--- src/rtl/booth_alu_param.sv ---
// booth_alu_param: iterative multiply / divide / modulo unit for the calculator
// datapath. MUL uses Booth recoding and DIV/MOD use restoring division on the
// operand magnitudes. Both signed and unsigned operands are supported.
// Build option: define BOOTH_RADIX4_EN to use radix-4 Booth recoding for MUL.
// This takes WIDTH/2 iterations instead of WIDTH and gives identical results.
// Handshake: a rising edge of parser_done seen in IDLE starts one operation and
// latches the operands. busy is high from the start until the cycle in which
// alu_done pulses for one cycle, and calc_res is updated on that same edge.
// A start seen while busy is dropped; it is not queued.
module booth_alu_param #(
  parameter int WIDTH = 16
) (
  input  logic               clk,
  input  logic               n_rst,
  input  logic [3:0]         dtype,
  input  logic [4:0]         operator,
  input  logic [WIDTH-1:0]   src1,
  input  logic [WIDTH-1:0]   src2,
  input  logic               parser_done,
  output logic [2*WIDTH:0]   calc_res,
  output logic               alu_done,
  output logic               busy,
  output logic [1:0]         dbg_state
);

  typedef enum logic [1:0] {
    S_IDLE = 2'd0,
    S_MUL  = 2'd1,
    S_DIV  = 2'd2,
    S_FIN  = 2'd3
  } state_t;

  localparam logic [4:0] OP_MUL = 5'h03;
  localparam logic [4:0] OP_DIV = 5'h04;
  localparam logic [4:0] OP_MOD = 5'h05;

  // The product accumulator has two spare bits. One covers the zero-extended
  // unsigned multiplicand, and one keeps the Booth sum from overflowing.
  localparam int PW = 2 * WIDTH + 2;
  localparam int CW = $clog2(WIDTH);
`ifdef BOOTH_RADIX4_EN
  localparam int MUL_STEP = 2;
`else
  localparam int MUL_STEP = 1;
`endif
  localparam int MUL_ITERS = WIDTH / MUL_STEP;
  localparam logic [CW-1:0] MUL_LAST = CW'(MUL_ITERS - 1);
  localparam logic [CW-1:0] DIV_LAST = CW'(WIDTH - 1);

  state_t state, state_d;

  logic                pd_q;
  logic                start;
  logic                start_err;
  logic                op_is_div;
  logic                op_known;
  logic                is_mul;
  logic                is_mod;
  logic                op_signed;
  logic                a_neg;
  logic                b_neg;
  logic                q_msb;
  logic                err;
  logic [CW-1:0]       cnt;

  logic signed [PW-1:0] acc;
  logic signed [PW-1:0] mcand;
  logic signed [PW-1:0] booth_add;
  logic signed [PW-1:0] mul_sum;
  logic [WIDTH-1:0]     q;
  logic                 q_prev;

  logic [WIDTH-1:0]     rem;
  logic [WIDTH-1:0]     quo;
  logic [WIDTH-1:0]     dvs;
  logic [WIDTH-1:0]     a_mag;
  logic [WIDTH-1:0]     b_mag;
  logic [WIDTH:0]       div_shift;
  logic [WIDTH:0]       div_diff;
  logic                 div_fit;

  logic [2*WIDTH-1:0]   quo_ext;
  logic [2*WIDTH-1:0]   rem_ext;
  logic [2*WIDTH-1:0]   div_res;
  logic [2*WIDTH-1:0]   mod_res;
  logic [2*WIDTH-1:0]   result;
  logic                 unused_bits;

  assign op_is_div = (operator == OP_DIV) || (operator == OP_MOD);
  assign op_known  = (operator == OP_MUL) || op_is_div;
  assign start_err = ~op_known | (op_is_div & (src2 == '0));
  assign start     = parser_done & ~pd_q & (state == S_IDLE);
  assign a_mag     = (dtype[0] & src1[WIDTH-1]) ? -src1 : src1;
  assign b_mag     = (dtype[0] & src2[WIDTH-1]) ? -src2 : src2;
  assign busy      = (state != S_IDLE);
  assign dbg_state = state;

  // Booth digit selection from the low multiplier bits and the bit shifted out last.
  always_comb begin
    booth_add = '0;
`ifdef BOOTH_RADIX4_EN
    case ({q[1], q[0], q_prev})
      3'b001, 3'b010: booth_add = mcand;
      3'b011:         booth_add = mcand <<< 1;
      3'b100:         booth_add = -(mcand <<< 1);
      3'b101, 3'b110: booth_add = -mcand;
      default:        booth_add = '0;
    endcase
`else
    case ({q[0], q_prev})
      2'b01:   booth_add = mcand;
      2'b10:   booth_add = -mcand;
      default: booth_add = '0;
    endcase
`endif
  end

  // Booth treats the multiplier as signed. An unsigned multiplier with its top
  // bit set is therefore short by M*2^W. After all the shifts, mcand holds
  // exactly that amount, so the missing top digit is added back here.
  assign mul_sum = acc + ((~op_signed & q_msb) ? mcand : '0);

  // One restoring step: shift in the next dividend bit, then subtract if it fits.
  assign div_shift = {rem, quo[WIDTH-1]};
  assign div_diff  = div_shift - {1'b0, dvs};
  assign div_fit   = (div_shift >= {1'b0, dvs});

  // Sign correction. A minimum / -1 quotient stays positive, because the
  // magnitude is zero-extended before it is conditionally negated.
  assign quo_ext = {{WIDTH{1'b0}}, quo};
  assign rem_ext = {{WIDTH{1'b0}}, rem};
  assign div_res = (op_signed & (a_neg ^ b_neg)) ? -quo_ext : quo_ext;
  assign mod_res = (op_signed & a_neg) ? -rem_ext : rem_ext;
  assign result  = is_mul ? mul_sum[2*WIDTH-1:0] : (is_mod ? mod_res : div_res);

  assign unused_bits = ^{dtype[3:1], mul_sum[PW-1:2*WIDTH], div_diff[WIDTH]};

  // FSM state register.
  always_ff @(posedge clk) begin
    if (!n_rst) state <= S_IDLE;
    else        state <= state_d;
  end

  // Next-state logic: the iteration counter decides when MUL/DIV go to FIN.
  always_comb begin
    state_d = state;
    case (state)
      S_IDLE: begin
        if (start) begin
          if (start_err)                state_d = S_FIN;
          else if (operator == OP_MUL)  state_d = S_MUL;
          else                          state_d = S_DIV;
        end
      end
      S_MUL, S_DIV: if (cnt == '0) state_d = S_FIN;
      S_FIN:        state_d = S_IDLE;
      default:      state_d = S_IDLE;
    endcase
  end

  // Datapath: latch on start, iterate in MUL/DIV, publish the result in FIN.
  always_ff @(posedge clk) begin
    if (!n_rst) begin
      pd_q      <= 1'b0;
      alu_done  <= 1'b0;
      calc_res  <= '0;
      is_mul    <= 1'b0;
      is_mod    <= 1'b0;
      op_signed <= 1'b0;
      a_neg     <= 1'b0;
      b_neg     <= 1'b0;
      q_msb     <= 1'b0;
      err       <= 1'b0;
      cnt       <= '0;
      acc       <= '0;
      mcand     <= '0;
      q         <= '0;
      q_prev    <= 1'b0;
      rem       <= '0;
      quo       <= '0;
      dvs       <= '0;
    end else begin
      pd_q     <= parser_done;
      alu_done <= 1'b0;
      case (state)
        S_IDLE: begin
          if (start) begin
            is_mul    <= (operator == OP_MUL);
            is_mod    <= (operator == OP_MOD);
            op_signed <= dtype[0];
            err       <= start_err;
            a_neg     <= dtype[0] & src1[WIDTH-1];
            b_neg     <= dtype[0] & src2[WIDTH-1];
            q_msb     <= src2[WIDTH-1];
            acc       <= '0;
            mcand     <= {{(PW-WIDTH){dtype[0] & src1[WIDTH-1]}}, src1};
            q         <= src2;
            q_prev    <= 1'b0;
            quo       <= a_mag;
            rem       <= '0;
            dvs       <= b_mag;
            cnt       <= (operator == OP_MUL) ? MUL_LAST : DIV_LAST;
          end
        end
        S_MUL: begin
          acc    <= acc + booth_add;
          mcand  <= mcand <<< MUL_STEP;
          q_prev <= q[MUL_STEP-1];
          q      <= q >> MUL_STEP;
          cnt    <= cnt - 1'b1;
        end
        S_DIV: begin
          rem <= div_fit ? div_diff[WIDTH-1:0] : div_shift[WIDTH-1:0];
          quo <= {quo[WIDTH-2:0], div_fit};
          cnt <= cnt - 1'b1;
        end
        S_FIN: begin
          alu_done <= 1'b1;
          calc_res <= err ? {1'b1, {(2*WIDTH){1'b0}}} : {1'b0, result};
        end
        default: ;
      endcase
    end
  end

endmodule

--- config.mk ---
export PLATFORM = sky130hd
export DESIGN_NAME = booth_alu_param
export DESIGN_NICKNAME = d
export VERILOG_FILES = /design/src/rtl/booth_alu_param.sv
export SDC_FILE = /design/constraint.sdc
export NUM_CORES = 1
export LEC_CHECK = 0
export ABC_AREA = 1
export CELL_PAD_IN_SITES_DETAIL_PLACEMENT = 0
export CELL_PAD_IN_SITES_GLOBAL_PLACEMENT = 1
export CORE_MARGIN = 5
export CORE_UTILIZATION = 40
export CTS_CLUSTER_SIZE = 24
export DETAILED_ROUTE_END_ITERATION = 8
export PLACE_DENSITY_LB_ADDON = 0.1
export SYNTH_ARGS = -nofsm -noshare
export SYNTH_HDL_FRONTEND = slang
export SYNTH_SLANG_ARGS = --single-unit
--- constraint.sdc ---
create_clock -name clk -period 4.1 [get_ports clk]
set_input_delay 0.82 -clock clk [delete_from_list [all_inputs] [get_ports clk]]
set_output_delay 0.82 -clock clk [all_outputs]
set_load 0.02 [all_outputs]
* After elaboration in Yosys (flattened, before gate mapping)
Index checks and enable logic that the tools add are counted.
** Cells by class
- Multipliers :: 0
- Div/mod/pow operators :: 0
- Bitwise gates (word level) :: 13
- Magnitude comparators :: 1
- Mux-type cells :: 30
- Shift-type cells :: 0
- Reductions and logical operators :: 15
- Add/sub/neg operators :: 9
- Equal/unequal tests :: 10
** Operators by type and width (count)
- 34-bit case mux with 2 select lines :: 3
- 32-bit 2-to-1 mux :: 5
- 16-bit 2-to-1 mux :: 6
- 16-bit case mux with 2 select lines :: 3
- 34-bit 2-to-1 mux :: 2
- 16-bit negation with 32-bit output :: 2
- 34-bit adder :: 1
- 34-bit negation :: 1
- 33-bit 2-to-1 mux :: 1
- 32-bit adder :: 1
- 16-bit negation :: 2
- 17-bit by 16-bit greater-or-equal comparator with 1-bit output :: 1
- 16-bit logical NOT :: 1
- 16-bit subtractor :: 1
- 5-bit by 3-bit equality test with 1-bit output (second input constant) :: 2
- 2-bit AND reduction :: 5
- 1-bit AND :: 8
- 2-bit 2-to-1 mux :: 4
- 4-bit case mux with 2 select lines :: 1
- 2-bit nonzero test :: 4
- 2-bit equality test (second input constant) :: 3
- 2-bit case mux with 3 select lines :: 1
- 5-bit by 2-bit equality test with 1-bit output (second input constant) :: 1
- 2-bit by 1-bit equality test with 1-bit output (second input constant) :: 2
- other kinds (13) :: 17
** Storage, ports and cells
- Bits in registers :: 181
- Memories :: 0
- RAM bits :: 0
- Bits of input ports :: 44
- Word-level logic and storage cells :: 97
- Output and inout port bits :: 37
- Bits in read-only memories :: 0
- Latch bits :: 0

* Logic depth before layout (Yosys ltp)
Gate-level depths: netlist (run 1).
- Depth after elaboration :: 8
- Mapped depth :: 26
- Mapped depth without buffers :: 26

* Worst setup path after synthesis (run 1)
OpenSTA, ideal clock, no wires.
- Path kind :: reg-to-reg
- Start :: register mcand[0]
- End :: register acc[31]
- Period minus slack after synthesis :: 2.906 ns
- Buffers on the path :: 0
- Path slack :: 1.194 ns
- Data required time :: 4.030 ns
- Library setup time :: 0.070 ns
- Stages on the path, launching flop included :: 27
- Data arrival time :: 2.835 ns
- Cells stage by stage :: dfxtp_1 inv_1 ha_1 nand2_1 nor2_2 nand3_1 inv_2 nand2_2 nor3_2 inv_2 nor2_2 inv_2 o211ai_1 a21oi_1 ha_1 nand2_1 o21ai_0 nand2_1 nand2_1 nand2_1 nand2_1 inv_1 nand2_1 inv_1 nand3_1 nand3_1 a21oi_1
** On the way
- Longest elaborated chain between the ends :: 4
** RTL lines
- from (decl) :: line 67 : logic signed [PW-1:0] mcand;
- from (signal assigned) :: line 196 : mcand <= {{(PW-WIDTH){dtype[0] & src1[WIDTH-1]}}, src1};
- from (signal assigned) :: line 207 : mcand <= mcand <<< MUL_STEP;
- 34-bit negation :: line 112 : 2'b10: booth_add = -mcand;
- 34-bit case mux with 2 select lines (*) :: line 110 : case ({q[0], q_prev})
- 34-bit adder (*) :: line 206 : acc <= acc + booth_add;
- 34-bit case mux with 2 select lines (*) :: line 185 : case (state)
- to (signal assigned) :: line 206
- to (decl) :: line 66 : logic signed [PW-1:0] acc;
Every way passes the cells marked *; elsewhere a longest branch is shown, timed or not.
A chain may end at the register's enable or synchronous reset.

* Worst setup path after layout (run 1)
- Start :: register mcand[0]
- End :: register acc[29]
Same word-level chain as after synthesis.

==> impl_metrics.ini, run 1 <==
[outcome]
status = finished, final reports clean

[synth]
mappedNetlistNets = 2518
yosysWarningCount = 0
synth_edf_count = 0
synth_top_flop_cell = dfxtp_1
postSynthAreaPerCell_um2 = 6.14
yosysTopAreaCell = dfxtp_1
yosys-top-cells-area = dfxtp_1, nand2_1, a21oi_1
syn_area_um2 = 14600
synthCells = 2378
async_flop_share_pct = 0
yosysTopAreaCellShare_pct = 24.3
synth_seq_area_share_pct = 24.3
ys_seq_elements = 177
yosysUniqueCellTypes = 52

[clock_tree]
cts_setup_buffers = 0
cts_buffer_depth = 2
htreeDepth = 4
cts_buffers = 17
cts_root_buf = clkbuf_16
path_clk_slew_ns = 0.08
holdBufCountCts = 0
clk_latency_ns = 0.47
cts_resized = 0
cts_num_sinks = 177
cts_tree = yes

[sta]
finalSetupViolations = 0
hold_viol = 0
finClkSkew_ns = 0.0147
worstMarginPinSlew_ns = 1.07
slew_headroom_pct = 28.3
rsz0062_at_grt = false
drv_slew = 0
min_period_ns = 3.62
max_freq_mhz = 277
fin_crit_sh_pct = 88.2
setup_tns_ns = 0

[setup_path]
cpPeakStageDelay_ns = 0.36
cp_num_buf_inv = 3
cp_slowest_cell = ha_1
cp-start-kind = flop
arrival_ns = 4.01
crit_type = reg -> reg
critPathTopFamily = compound AO/OA/AOI/OAI gates
crit_chain = inv_1, ha_1, nand2_1, nor2_2, nand3_1, inv_2, nand2_2, inv_2, nand3_1, nor3_1, o21ai_0, a21oi_1, ha_1, a21oi_1, o21ai_0, a21oi_1, o21ai_0, nor2_1, nand2_1, nand2_1, nand3_1, a21oi_1
cp-end-kind = flop
cp_common_cell = a21oi_1
path_max_fanout = 7
critPathRequiredTime_ns = 4.50

[placement]
port_buffers = 77
gp_congestion = 0.951
dp_hpwl_mm = 42.1

[layout]
final_nets = 2548
n_fill_cell = 3963
synthToLayoutAreaGrowth_pct = 12.5
drive_gt1_share_pct = 5.78
seq_area_um2 = 3540
multi_input_area_um2 = 9820
antenna_cells = 0

[worst_hold_path]
min_path_type = reg -> reg

[global_route]
grt_pass1_wl_mm = 84.2
grt_max_degree = 74
first_global_vias = 15292
grt_overflow = 0
grt_usage_pct = 25.8
antenna_found_initial = 1

[routing]
firstDrtPassIters = 7
via_per_inst = 5.51
num_vias = 15913
routed_wl_mm = 52.9
ant_nets = 0
drtIter0Drc = 1086
route.detailed.drc = 0
wire_per_inst_um = 18.3

[floorplan]
pin_count = 81
fp.dieW_um = 201
die_h_um = 201
die_area_um2 = 40400
initial_utilization_pct = 40.2
row_count = 70
core_um2 = 36300

[pwr]
power-per-cell-area_nw_per_um2 = 628
power.total_mw = 10.3
p_leak_nw = 6.64
peakVddDrop_uv = 473

[job]
max_cap_violations = 0
## sequential cells by signal, indices dropped and copies added (netlist names), 2 cells and up
name	flops
cnt	4
dbg_state	2
q	16
acc	32
quo	16
dvs	16
rem	16
mcand	32
calc_res	33
## kinds of logic after synthesis
group                      share of synthesized area, %
and+or+nand+nor                                    31.1
DFF                                                24.3
xor gates and xnor gates                           1.86
adders and majority gates                          8.38
AOI/OAI and AO/OA                                  25.8
buffers and inverters                              8.59
## per-stage QoR
| step | utilization [%] | setup slack [ns] | hold slack, ns | instance area (µm²) | std cells |
|---|---|---|---|---|---|
| 2_1_floorplan | - | 1.19 | 0.440 | 14600 | 2378 |
| 3_3_place_gp | 43.4 | 0.535 | 0.451 | 15800 | 2857 |
| 3_5_place_dp | 43.4 | 0.549 | 0.455 | 15800 | 2857 |
| 4_1_cts | 45.2 | 0.509 | 0.467 | 16400 | 2889 |
| 5_1_grt | 45.2 | 0.0161 | 0.482 | 16400 | 2889 |
| 6_report | 45.2 | 0.485 | 0.466 | 16400 | 2889 |
## synthesized netlist by cell type (4+ instances only)
cell type	instances
or2_2	15
nand3b_1	9
nand3_1	149
ha_1	93
a221oi_1	8
a211oi_1	4
inv_1	210
or2_1	4
nand2_1	591
dfxtp_1	177
xor2_1	21
a31oi_1	36
a21oi_1	299
nor2_2	8
a21o_1	11
o21ai_1	17
nor3_2	6
nor2_1	217
clkbuf_1	69
xnor2_1	10
buf_2	14
nor4_1	9
nand2_2	4
o211ai_1	25
o21bai_1	10
inv_2	22
o21ai_0	216
nor3_1	34
buf_1	4
nand4_1	24
o21a_1	9
a21oi_2	14
o211ai_2	9
## metal layers
metal | vias up | share of wire (%) | track usage (%)
met5 | - | 0.038 | 0
met3 | 66 | 4.2 | 3.63
met1 | 7355 | 43 | 32.1
li1 | 8108 | - | -
met4 | 2 | 3.4 | 8.90
met2 | 382 | 49 | 45.5
## worst register-to-register path, cell delays in order, from the launching register on
cell     delay (ns)
dfxtp_1        0.33
inv_1          0.12
ha_1           0.20
nand2_1        0.10
nor2_2         0.16
nand3_1        0.10
inv_2          0.08
nand2_2        0.08
inv_2          0.14
nand3_1        0.14
nor3_1         0.16
o21ai_0        0.10
a21oi_1        0.27
ha_1           0.36
a21oi_1        0.21
o21ai_0        0.15
a21oi_1        0.25
o21ai_0        0.13
nor2_1         0.15
nand2_1        0.07
nand2_1        0.06
nand3_1        0.07
a21oi_1        0.12
## cell type report
class,count,area share (%)
clock inverter,15,1.29
sequential,177,21.6
tap,468,3.56
inverter,234,5.35
multi-input combinational,1878,59.8
timing repair buffer,100,5.86
clock buffer,17,2.59
## power breakdown
part / switching [mW] / internal (mW)
Combinational: 3.95 / 1.86
Sequential: 0.532 / 2.16
Clock: 0.872 / 0.941
Total: 5.35 / 4.96
## path summary, 6_finish.rpt
kind                        startpoint                        end  depth (start not counted)  slack (ns)
max              mcand[0]$_SDFFE_PN0P_       acc[29]$_SDFFE_PN0P_                         22        0.48
min reg2reg  calc_res[29]$_SDFFE_PN0P_  calc_res[29]$_SDFFE_PN0P_                          2        0.47
min          calc_res[29]$_SDFFE_PN0P_  calc_res[29]$_SDFFE_PN0P_                          2        0.47
max reg2reg      mcand[0]$_SDFFE_PN0P_       acc[29]$_SDFFE_PN0P_                         22        0.48
## placed cells by master (no fill, tap or decap), types with 11 or more instances in the layout
cell / count
o211ai_1: 25
a31oi_1: 36
a21oi_2: 13
nor3_1: 34
o21ai_1: 17
a21o_1: 11
nand3_1: 149
ha_1: 93
nand2_1: 591
inv_1: 210
clkbuf_16: 17
clkdlybuf4s50_1: 76
nor2_1: 216
inv_2: 21
a21oi_1: 299
dfxtp_1: 177
buf_4: 21
or2_2: 15
o21ai_0: 216
nand4_1: 24
xor2_1: 21
Power figures use the tool's default switching activity.
==> run 2: changes to the inputs <==
--- a/config.mk
+++ b/config.mk
@@ -13,6 +13,7 @@
 export CTS_CLUSTER_SIZE = 24
 export DETAILED_ROUTE_END_ITERATION = 8
 export PLACE_DENSITY_LB_ADDON = 0.1
+export SKIP_CTS_REPAIR_TIMING = 1
 export SYNTH_ARGS = -nofsm -noshare
 export SYNTH_HDL_FRONTEND = slang
 export SYNTH_SLANG_ARGS = --single-unit
==> results of run 2 <==
The final DEF is identical to that of run 1; final timing and power are the same.
